`src/rtl/pipeline_capture_core.sv`:
```
// Circular capture of the delayed pipeline word stream. After a trigger it records
// POST_SAMPLES more words, freezes, and plays the window back oldest-first.
module pipeline_capture_core #(
  parameter int unsigned DATA_WIDTH   = 32,
  parameter int unsigned DEPTH        = 8,
  parameter int unsigned POST_SAMPLES = 3
) (
  input  logic                  clk,
  input  logic                  arst,
  input  logic                  ce,
  input  logic [DATA_WIDTH-1:0] data_in,
  input  logic                  arm,
  input  logic                  trig,
  input  logic                  rd_en,
  output logic [DATA_WIDTH-1:0] rd_data,
  output logic                  rd_valid,
  output logic                  rd_last,
  output logic [1:0]            state_o
);

  localparam int unsigned AW = $clog2(DEPTH);
  localparam int unsigned FW = $clog2(DEPTH + 1);
  localparam logic [FW-1:0] FILL_MAX = FW'(DEPTH);
  localparam logic [AW-1:0] POST_MAX = AW'(POST_SAMPLES);

  typedef enum logic [1:0] {
    IDLE    = 2'd0,
    ARMED   = 2'd1,
    POST    = 2'd2,
    READOUT = 2'd3
  } state_t;

  state_t                state_q, state_d;
  logic [AW-1:0]         wr_ptr_q, wr_ptr_d;
  logic [AW-1:0]         rd_ptr_q, rd_ptr_d;
  logic [AW-1:0]         post_cnt_q, post_cnt_d;
  logic [FW-1:0]         fill_q, fill_d;
  logic [FW-1:0]         remaining_q, remaining_d;
  logic [DATA_WIDTH-1:0] rd_data_q, rd_data_d;
  logic                  rd_valid_q, rd_valid_d;
  logic                  rd_last_q, rd_last_d;
  logic                  we;
  logic                  enter_ro;
  logic [AW-1:0]         post_cnt_inc;

  logic [DATA_WIDTH-1:0] mem [DEPTH];

  assign post_cnt_inc = post_cnt_q + 1'b1;

  always_comb begin
    state_d     = state_q;
    wr_ptr_d    = wr_ptr_q;
    rd_ptr_d    = rd_ptr_q;
    post_cnt_d  = post_cnt_q;
    fill_d      = fill_q;
    remaining_d = remaining_q;
    rd_data_d   = rd_data_q;
    rd_valid_d  = 1'b0;
    rd_last_d   = 1'b0;
    we          = 1'b0;
    enter_ro    = 1'b0;

    if ((state_q == ARMED || state_q == POST) && ce) begin
      we       = 1'b1;
      wr_ptr_d = wr_ptr_q + 1'b1;
      fill_d   = (fill_q == FILL_MAX) ? fill_q : fill_q + 1'b1;
    end

    case (state_q)
      IDLE: begin
        if (arm) begin
          state_d  = ARMED;
          wr_ptr_d = '0;
          fill_d   = '0;
        end
      end
      ARMED: begin
        if (trig) begin
          post_cnt_d = '0;
          if (POST_SAMPLES == 0) enter_ro = 1'b1;
          else                   state_d  = POST;
        end
      end
      POST: begin
        if (ce) begin
          post_cnt_d = post_cnt_inc;
          if (post_cnt_inc == POST_MAX) enter_ro = 1'b1;
        end
      end
      READOUT: begin
        if (remaining_q == '0) begin
          state_d = IDLE;
        end else if (rd_en) begin
          rd_data_d   = mem[rd_ptr_q];
          rd_valid_d  = 1'b1;
          rd_last_d   = (remaining_q == FW'(1));
          rd_ptr_d    = rd_ptr_q + 1'b1;
          remaining_d = remaining_q - 1'b1;
          if (remaining_q == FW'(1)) state_d = IDLE;
        end
      end
      default: state_d = IDLE;
    endcase

    // Window start uses post-write pointer/fill so the final POST write is included.
    if (enter_ro) begin
      state_d     = READOUT;
      rd_ptr_d    = wr_ptr_d - fill_d[AW-1:0];
      remaining_d = fill_d;
    end
  end

  always_ff @(posedge clk or posedge arst) begin
    if (arst) begin
      state_q     <= IDLE;
      wr_ptr_q    <= '0;
      rd_ptr_q    <= '0;
      post_cnt_q  <= '0;
      fill_q      <= '0;
      remaining_q <= '0;
      rd_data_q   <= '0;
      rd_valid_q  <= 1'b0;
      rd_last_q   <= 1'b0;
    end else begin
      state_q     <= state_d;
      wr_ptr_q    <= wr_ptr_d;
      rd_ptr_q    <= rd_ptr_d;
      post_cnt_q  <= post_cnt_d;
      fill_q      <= fill_d;
      remaining_q <= remaining_d;
      rd_data_q   <= rd_data_d;
      rd_valid_q  <= rd_valid_d;
      rd_last_q   <= rd_last_d;
    end
  end

  always_ff @(posedge clk) begin
    if (we) mem[wr_ptr_q] <= data_in;
  end

  assign rd_data  = rd_data_q;
  assign rd_valid = rd_valid_q;
  assign rd_last  = rd_last_q;
  assign state_o  = state_q;

endmodule

```
`config.mk`:
```
export PLATFORM = sky130hd
export DESIGN_NAME = pipeline_capture_core
export DESIGN_NICKNAME = d
export VERILOG_FILES = /design/src/rtl/pipeline_capture_core.sv
export SDC_FILE = /design/constraint.sdc
export NUM_CORES = 1
export LEC_CHECK = 0
export ABC_AREA = 1
export BUFFER_PORTS_ARGS = -buffer_cell sky130_fd_sc_hd__clkbuf_2
export CAP_MARGIN = 40
export CELL_PAD_IN_SITES_DETAIL_PLACEMENT = 0
export CELL_PAD_IN_SITES_GLOBAL_PLACEMENT = 1
export CORE_MARGIN = 5
export CORE_UTILIZATION = 54
export CTS_CLUSTER_DIAMETER = 80
export CTS_CLUSTER_SIZE = 25
export DETAILED_ROUTE_END_ITERATION = 7
export PLACE_DENSITY_LB_ADDON = 0.1
export SLEW_MARGIN = 10
export SYNTH_ARGS = -nofsm -noshare
export SYNTH_HDL_FRONTEND = slang
export SYNTH_SLANG_ARGS = --single-unit
```
`constraint.sdc`:
```
create_clock -name clk -period 6 [get_ports clk]
set_input_delay 1.8 -clock clk [delete_from_list [all_inputs] [get_ports clk]]
set_output_delay 1.8 -clock clk [all_outputs]
set_load 0.02 [all_outputs]
```
==> results_dict.tcl, run 1 <==
set metrics [dict create \
    cts_tree "done" \
    syn2layout_area_growth_pct 9.81 \
    worstMarginPinSlew_ps 830 \
    layout_setup_ws_ps 2610 \
    cp_num_cells 15 \
    hold_start "rd_data[1]$_DFFE_PP0P_" \
    startpoint_type "primary input" \
    critPathMaxFanout 9 \
    tns_ps 0 \
    r2r-start "state_o[1]$_DFFE_PP0P_" \
    viasPerCell 5.30 \
    yosysSeqAreaShare_pct 71.1 \
    path_clk_slew_ps 100 \
    drc 0 \
    synth_nets 1051 \
    crit_path_max_incr_delay_ps 400 \
    total_power_mw 6.08 \
    status "finished clean" \
    hp-class "reg -> reg" \
    grt_use_total_pct 18.6 \
    vias 7320 \
    drv_cap 0 \
    pre_cts_ws_ps 2130 \
    gp_congestion 0.802 \
    relSlewSlack_pct 44.6 \
    drive_gt1_share_pct 12.3 \
    die_area_um2 26600 \
    cp_top_family "simple AND/OR/NAND/NOR gates" \
    worstSetupStartpoint "ce" \
    cts_resized 0 \
    critPathBufInv 4 \
    critPathKind "in -> reg" \
    power.leakage_nw 5.38 \
    finClkSkew_ps 18.4 \
    wirelength_um 24400 \
    cts.hold.buffers_added 0 \
    final_area_um2 13900 \
    powerDensity_nw_per_um2 436 \
    fp.dieH_um 163 \
    antennaDiodeCount 0 \
    grt_pass1_wl_um 38600 \
    fin_crit_ps 3390 \
    utilization_pct 59.7 \
    crit_chain "clkbuf_2 > nand2_2 > inv_1 > nand2_1 > nand2_1 > nand2_1 > ha_1 > inv_1 > fa_1 > inv_1 > nand4_1 > nand3_1 > nand2_1 > nand3_1 > nand2_1" \
    synthCells 999 \
    finalHoldViolCount 0 \
    htreeDepth 1 \
    firstDrtPassIters 5 \
    min_path_cells 2 \
    coreArea_um2 23300 \
    synth_cell_type_count 34 \
    syn_area_per_cell_um2 12.7 \
    arrival_ps 3780 \
    cts-root-buf "clkbuf_16" \
    postRouteAntennaNets 0 \
    reg2reg_to "rd_ptr_q[2]$_DFFE_PP0P_" \
    rsz0062_at_grt "false" \
    gr-total-overflow 0 \
    layout.nets 1104 \
    drv_slew 0 \
    reg2regPathDepth 16 \
    routedWlPerCell_um 17.7 \
    die_w_um 163 \
    fill_cells 1906 \
    clkSinkCount 309 \
    cpMostUsedCell "nand2_1" \
    post_cts_buffers 0 \
    cp-end-kind "register" \
    synth-async-reset-ratio_pct 17.2 \
    grt_max_degree 129 \
    register_area_um2 9020 \
    vdd_drop_max_v 0.000301 \
    synth-seq-cells 309 \
    critical_path.slowest_cell "fa_1" \
    first_global_vias 7069 \
    period_share_pct 56.5 \
    hpwl_um 14500 \
    cts_buffers 16 \
    synth_edf_count 256 \
    insertion_delay_ps 510 \
    antenna_found_initial 1 \
    io-pin-count 74 \
    initialDrtViolationCount 523 \
    multi_input_area_um2 2910 \
    cts_max_path_buffers 3 \
    min_to "rd_data[1]$_DFFE_PP0P_" \
    start_util_pct 54.3 \
    finalSetupViolations 0 \
    required_ps 6390 \
    numPortBuffers 73 \
    ys.warnings.count 0 \
    dpl_cell_area_um2 13400 \
    syn-cell-area_um2 12700 \
    fmax_mhz 295 \
    synth_ff_type "edfxtp_1" \
    row_count 56 \
    rrSetupSlack_ps 3080 \
]
flip-flops by register name, summed over array words and instances, names as in the netlist:
signal       cells
fill_q           4
mem            256
post_cnt_q       3
rd_data         32
rd_last          1
rd_ptr_q         3
rd_valid         1
remaining_q      4
state_o          2
wr_ptr_q         3
tightest hold or removal path, cell delays in order (launching register included):
cell     delay, ps
dfrtp_1        350
nand2_1         50
nand2_1         50
layout make-up:
type | count | share of cell area [%]
clock inverter | 4 | 0.449
tap | 319 | 2.87
sequential | 309 | 64.8
inverter | 127 | 3.42
timing repair buffer | 89 | 4.53
multi-input combinational | 509 | 20.9
clock buffer | 23 | 3.06
power by group:
| group | internal, mW | switching, mW |
|---|---|---|
| logic | 0.690 | 1.32 |
| clock network | 0.554 | 0.647 |
| registers | 2.67 | 0.203 |
worst max-delay path by stage:
stage                               to  slack (ps)
6_report       rd_ptr_q[2]$_DFFE_PP0P_        2610
3_5_place_dp   rd_ptr_q[2]$_DFFE_PP0P_        2130
3_3_place_gp   rd_ptr_q[2]$_DFFE_PP0P_        2160
5_1_grt        rd_ptr_q[2]$_DFFE_PP0P_        2360
4_1_cts        rd_ptr_q[2]$_DFFE_PP0P_        2650
2_1_floorplan      mem[0][0]$_DFFE_PP_        2120
logic make-up after synthesis:
family          share of synthesized area (%)
xor+xnor                                0.414
flops                                    71.1
mux                                      2.53
fa+ha+maj                                1.44
buf+inv                                  6.44
simple gates                             8.44
compound gates                           9.66
layout by cell type, fill, tap and decap left out, drive strengths merged, types with 2 or more instances in the layout:
master  instances
a21oi          66
buf            16
clkbuf         96
clkinv          2
dfrtp          53
edfxtp        256
ha             13
inv           128
mux2i          32
nand2         139
nand3          78
nand4           3
nor2           25
o211ai         66
o21ai          72
o221ai          2
xnor2           3
xor2            3
per-layer routing:
layer / up-vias / routed length [um] / GRT usage [%]
met3: 22 / 992 / 2.32
met1: 3562 / 11200 / 26.1
met5: - / 13 / 0
li1: 3613 / - / -
met2: 121 / 11900 / 32.1
met4: 2 / 367 / 3.01
Yosys cell counts (3+ instances only):
library cell	count	area, um2
ha_1	13	163
xnor2_1	3	26.3
edfxtp_1	256	7690
nand3_1	77	385
inv_1	125	469
o211ai_1	66	495
nand2_2	3	18.8
buf_4	8	60.1
clkbuf_1	15	56.3
buf_1	5	18.8
a21oi_1	66	330
dfrtp_1	53	1330
xor2_1	3	26.3
mux2i_1	32	320
nand4_1	3	18.8
nand2_1	136	510
o21ai_0	72	360
nor2_1	22	82.6
buf_2	14	70.1
buf_6	10	113
metrics by stage:
stage                     instances  hold slack [ps]
after global placement         1346              464
after detailed placement       1353              465
after CTS                      1380              489
after floorplan                 999              473
final                          1380              484
after global routing           1380              503
No activity file was read; power rests on OpenSTA's default activity.
==> run 2: changes to the inputs <==
--- a/config.mk
+++ b/config.mk
@@ -11,7 +11,7 @@
 export CELL_PAD_IN_SITES_DETAIL_PLACEMENT = 0
 export CELL_PAD_IN_SITES_GLOBAL_PLACEMENT = 1
 export CORE_MARGIN = 5
-export CORE_UTILIZATION = 54
+export CORE_UTILIZATION = 45
 export CTS_CLUSTER_DIAMETER = 80
 export CTS_CLUSTER_SIZE = 25
 export DETAILED_ROUTE_END_ITERATION = 7
==> constraint.sdc (replaced) <==
create_clock -name clk -period 3.1 [get_ports clk]
set_input_delay 0.93 -clock clk [delete_from_list [all_inputs] [get_ports clk]]
set_output_delay 0.93 -clock clk [all_outputs]
set_load 0.02 [all_outputs]
==> run 2 against run 1 <==
Effect of this change:
- sequential share of layout area decreased by 0.61 points
- count of clock-buffer cells in the layout up 3
- first-iteration DRC count is 19% lower
- clock power up 100%
- worst hold slack improved by 0.58 ps
- wire length up 6.8%
- via count is essentially flat
- global-route usage down 2.0 points
- critical endpoint unchanged
- die area rose by 19%
- worst setup slack worse by 2200 ps
- sequential power increased by 92%
==> results_dict.tcl, run 2 (synthesis results as in run 1) <==
set metrics [dict create \
    cts_tree "done" \
    fmax_mhz 370 \
    vias 7326 \
    grt_max_degree 85 \
    arrival_ps 3100 \
    clkSinkCount 309 \
    antennaDiodeCount 0 \
    final_cell_mix "edfxtp_1 (256), nand2_1 (136), inv_1 (124)" \
    cts_max_path_buffers 3 \
    relSlewSlack_pct 49.1 \
    rsz0062_at_grt "false" \
    initialDrtViolationCount 422 \
    met2_usage_pct 27.9 \
    die_w_um 178 \
    grt_pass1_wl_um 40700 \
    io-pin-count 74 \
    insertion_delay_ps 520 \
    layout_commonest_cell "edfxtp_1" \
    fp.dieH_um 178 \
    critPathKind "reg -> reg" \
    antenna_found_initial 0 \
    first_global_vias 7146 \
    viasPerCell 5.05 \
    grtUsageMet1_pct 23.4 \
    fin_crit_ps 2700 \
    cts-root-buf "clkbuf_16" \
    die_area_um2 31600 \
    use_met3_pct 2.11 \
    r2r-start "state_o[1]$_DFFE_PP0P_" \
    routedWlPerCell_um 18.0 \
    row_count 61 \
    drc 0 \
    grt_use_total_pct 16.6 \
    required_ps 3500 \
    path_clk_slew_ps 100 \
    reg2reg_to "rd_ptr_q[2]$_DFFE_PP0P_" \
    vdd_drop_max_v 0.000487 \
    coreArea_um2 27800 \
    status "finished clean" \
    cts_buffers 17 \
    largest_reg_flops 256 \
    finalHoldViolCount 0 \
    tns_ps 0 \
    gp_congestion 0.756 \
    hpwl_um 15000 \
    gr-total-overflow 0 \
    finalSetupViolations 0 \
    power.leakage_nw 5.42 \
    reg2regPathDepth 15 \
    wirelength_um 26100 \
    layout.nets 1114 \
    grt-busiest-layer "met2" \
    dpl_cell_area_um2 13500 \
    postRouteAntennaNets 0 \
    period_share_pct 87.2 \
    regMostFlops "mem" \
    critPathMaxFanout 9 \
    drv_slew 0 \
    drive_gt1_share_pct 13.2 \
    drv_cap 0 \
    cp-end-kind "register" \
    fill_cells 2501 \
    finClkSkew_ps 20.0 \
    final_area_um2 14100 \
    total_power_mw 11.9 \
    worstMarginPinSlew_ps 762 \
    hp-class "in -> async" \
    start_util_pct 45.6 \
    powerDensity_nw_per_um2 848 \
    startpoint_type "register" \
    firstDrtPassIters 4 \
    numPortBuffers 73 \
    syn2layout_area_growth_pct 10.9 \
    cts.hold.buffers_added 0 \
    htreeDepth 1 \
    rrSetupSlack_ps 400 \
]
-- run 2: worst max-delay path by stage --
stage | slack, ps | endpoint | depth (start not counted) | from
2_1_floorplan | 50 | mem[0][0]$_DFFE_PP_ | 6 | state_o[0]$_DFFE_PP0P_
3_3_place_gp | 270 | rd_ptr_q[2]$_DFFE_PP0P_ | 14 | ce
3_5_place_dp | 210 | rd_ptr_q[2]$_DFFE_PP0P_ | 14 | ce
4_1_cts | 390 | rd_ptr_q[2]$_DFFE_PP0P_ | 15 | state_o[0]$_DFFE_PP0P_
5_1_grt | 6 | rd_ptr_q[2]$_DFFE_PP0P_ | 15 | state_o[1]$_DFFE_PP0P_
6_report | 400 | rd_ptr_q[2]$_DFFE_PP0P_ | 15 | state_o[1]$_DFFE_PP0P_
-- run 2: power by group --
| part | leakage (nW) | total, mW | switching, mW | internal, mW |
|---|---|---|---|---|
| registers | 2.98 | 5.52 | 0.358 | 5.16 |
| logic | 2.19 | 4.00 | 2.63 | 1.36 |
| clock network | 0.247 | 2.41 | 1.33 | 1.08 |
-- run 2: cell type report --
cell class / count / area, um2 / area share (%)
Timing Repair Buffer: 98 / 653 / 4.64
Tap cell: 378 / 473 / 3.36
Multi-Input combinational cell: 509 / 2910 / 20.7
Inverter: 127 / 477 / 3.39
Sequential cell: 309 / 9020 / 64.2
Clock inverter: 4 / 63.8 / 0.454
Clock buffer: 26 / 459 / 3.27
-- run 2: timing repair --
action / 4_1_cts / 5_1_grt
buffers inserted: 0 / 0
setup endpoints to repair: 0 / 1
gates resized for setup: 0 / 1
-- run 2: worst max-delay path, cell delays in order (launching register included) --
cell and delay (ps):
dfrtp_1 430, inv_1 90, ha_1 370, nand2_2 150, nor2_1 190, o21ai_0 120
a21oi_2 180, ha_1 170, inv_1 50, fa_1 400, inv_1 70, nand4_1 110
nand3_1 110, nand2_1 50, nand3_1 60, nand2_1 50
-- run 2: per-layer routing --
| layer | up-vias | part of all wire, % | wire length (um) |
|---|---|---|---|
| li1 | 3633 | - | - |
| met1 | 3569 | 47 | 12200 |
| met2 | 97 | 48 | 12700 |
| met3 | 27 | 3.0 | 792 |
| met4 | 0 | 1.8 | 469 |
| met5 | - | 0 | 0 |
-- run 2: metrics by stage --
| stage | worst slack [ps] | cells | hold slack [ps] | utilization [%] |
|---|---|---|---|---|
| 2_1_floorplan | 45.5 | 999 | 473 | - |
| 3_3_place_gp | 268 | 1421 | 463 | 48.7 |
| 3_5_place_dp | 212 | 1421 | 465 | 48.7 |
| 4_1_cts | 390 | 1451 | 491 | 50.6 |
| 5_1_grt | 6.41 | 1451 | 504 | 50.6 |
| 6_report | 398 | 1451 | 484 | 50.6 |
==> run 3: changes to the inputs <==
--- a/config.mk
+++ b/config.mk
@@ -15,6 +15,7 @@
 export CTS_CLUSTER_DIAMETER = 80
 export CTS_CLUSTER_SIZE = 25
 export DETAILED_ROUTE_END_ITERATION = 7
+export MAX_ROUTING_LAYER = met4
 export PLACE_DENSITY_LB_ADDON = 0.1
 export SLEW_MARGIN = 10
 export SYNTH_ARGS = -nofsm -noshare
==> constraint.sdc (replaced) <==
create_clock -name clk -period 2.25 [get_ports clk]
set_input_delay 0.675 -clock clk [delete_from_list [all_inputs] [get_ports clk]]
set_output_delay 0.675 -clock clk [all_outputs]
set_load 0.02 [all_outputs]
==> run 3 against run 2 <==
Effect of this change:
- final cell count is 1.5% higher
- highest routed layer unchanged
- maximum frequency increased by 24%
- via count is 2.4% higher
==> results_dict.tcl, run 3 (synthesis results as in run 1) <==
set metrics [dict create \
    numPortBuffers 73 \
    cts-root-buf "clkbuf_16" \
    power.leakage_nw 5.57 \
    final_cell_mix "edfxtp_1 (256), nand2_1 (134), inv_1 (119)" \
    dp_cells 1442 \
    wirelength_um 26500 \
    fin_crit_ps 2180 \
    crit_path_max_incr_delay_ps 370 \
    utilization_pct 51.8 \
    drv_cap 0 \
    critPathMaxFanout 5 \
    finalHoldViolCount 0 \
    arrival_ps 2570 \
    io-pin-count 74 \
    drive_gt1_share_pct 16.5 \
    cpMostUsedCell "inv_2" \
    layout.nets 1137 \
    cp_top_family "adder cells" \
    die_area_um2 31600 \
    gp_congestion 0.785 \
    path_clk_slew_ps 90 \
    regMostFlops "mem" \
    startpoint_type "register" \
    firstDrtPassIters 4 \
    clkSinkCount 309 \
    hp-class "in -> async" \
    critPathBufInv 3 \
    gr-total-overflow 0 \
    viasPerCell 5.09 \
    coreArea_um2 27800 \
    finClkSkew_ps 28.4 \
    critical_path.slowest_cell "dfrtp_2" \
    cts_buffers 17 \
    hpwl_um 15800 \
    grt_use_total_pct 17.7 \
    crit_chain "inv_2 > ha_4 > nand2_4 > nor2_4 > o21ai_2 > a21oi_2 > ha_2 > inv_2 > fa_2 > inv_2 > nand4_1 > nand3_1 > nand2_1 > nand3_1 > nand2_1" \
    drv_slew 0 \
    grt_max_degree 62 \
    rrSetupSlack_ps 70 \
    finalSetupViolations 0 \
    status "finished clean" \
    cts_tree "done" \
    period_share_pct 96.7 \
    die_w_um 178 \
    fill_cells 2452 \
    antenna_found_initial 0 \
    layout_commonest_cell "edfxtp_1" \
    fin_cells 1473 \
    required_ps 2650 \
    vdd_drop_max_v 0.000714 \
    routedWlPerCell_um 18.0 \
    vias 7504 \
    grt_pass1_wl_um 42100 \
    htreeDepth 1 \
    first_global_vias 7361 \
    powerDensity_nw_per_um2 1180 \
    cts_max_path_buffers 3 \
    critPathKind "reg -> reg" \
    initialDrtViolationCount 420 \
    rsz0062_at_grt "true" \
    largest_reg_flops 256 \
    postRouteAntennaNets 0 \
    relSlewSlack_pct 65.5 \
    syn2layout_area_growth_pct 13.5 \
    cp-end-kind "register" \
    worstMarginPinSlew_ps 518 \
    drc 0 \
    fp.dieH_um 178 \
    cts.hold.buffers_added 0 \
    fmax_mhz 460 \
    antennaDiodeCount 0 \
    insertion_delay_ps 510 \
    row_count 61 \
    start_util_pct 45.6 \
]
[run 3: cell count changes in the layout (fill, tap and decap cells not counted), sizes merged]
cell,change
clkinv,+3
clkbuf,-4
buf,+23
[run 3: repair_timing]
action                                  in CTS  in global routing
buffers inserted                             0                  2
endpoints found under the setup margin       0                  2
resized for setup                            0                  4
[run 3: layout make-up]
type / instances / area (um2) / area share, %
clock buffers: 22 / 444 / 3.08
clock inverters: 7 / 62.6 / 0.434
inverters: 127 / 477 / 3.31
multi-input cells: 509 / 2960 / 20.5
flip-flops and latches: 309 / 9020 / 62.7
well taps: 378 / 473 / 3.28
repair buffers: 121 / 963 / 6.69
[run 3: routing by layer]
metal	up-vias	part of all wire (%)	wire length [um]	global-route usage (%)
met2	107	50	13100	30.1
met1	3680	46	12100	23.3
li1	3688	-	-	-
met5	-	0	0	-
met4	0	1.7	459	3.48
met3	29	2.9	773	2.00
[run 3: worst paths after layout]
check / from / to / depth (start not counted)
max in group asynchronous: arst / rd_ptr_q[1]$_DFFE_PP0P_ / 3
min in group clk: data_in[25] / mem[4][25]$_DFFE_PP_ / 1
worst min register to register: rd_data[6]$_DFFE_PP0P_ / rd_data[6]$_DFFE_PP0P_ / 2
worst max register to register: state_o[1]$_DFFE_PP0P_ / rd_ptr_q[2]$_DFFE_PP0P_ / 15
worst max-delay path: state_o[1]$_DFFE_PP0P_ / rd_ptr_q[2]$_DFFE_PP0P_ / 15
worst min-delay path: arst / rd_data[5]$_DFFE_PP0P_ / 2
[run 3: report_power, final]
part	internal (mW)	switching, mW	total [mW]
Clock	1.45	1.80	3.25
Sequential	7.12	0.448	7.57
Combinational	2.30	3.82	6.12
[run 3: per-stage QoR]
stage                     area [um2]  hold WS, ps  setup WS, ps  power, mW  TNS (ps)
after floorplan                12800          473         -60.5       11.9     -7740
after detailed placement       13900          465         -64.1       13.9     -64.1
after global placement         13900          463         -63.9       13.8     -63.9
after global routing           14400          187         -70.5       18.1     -70.5
final                          14400          171          74.7       16.9         0
after CTS                      14400          177          40.6       17.2         0
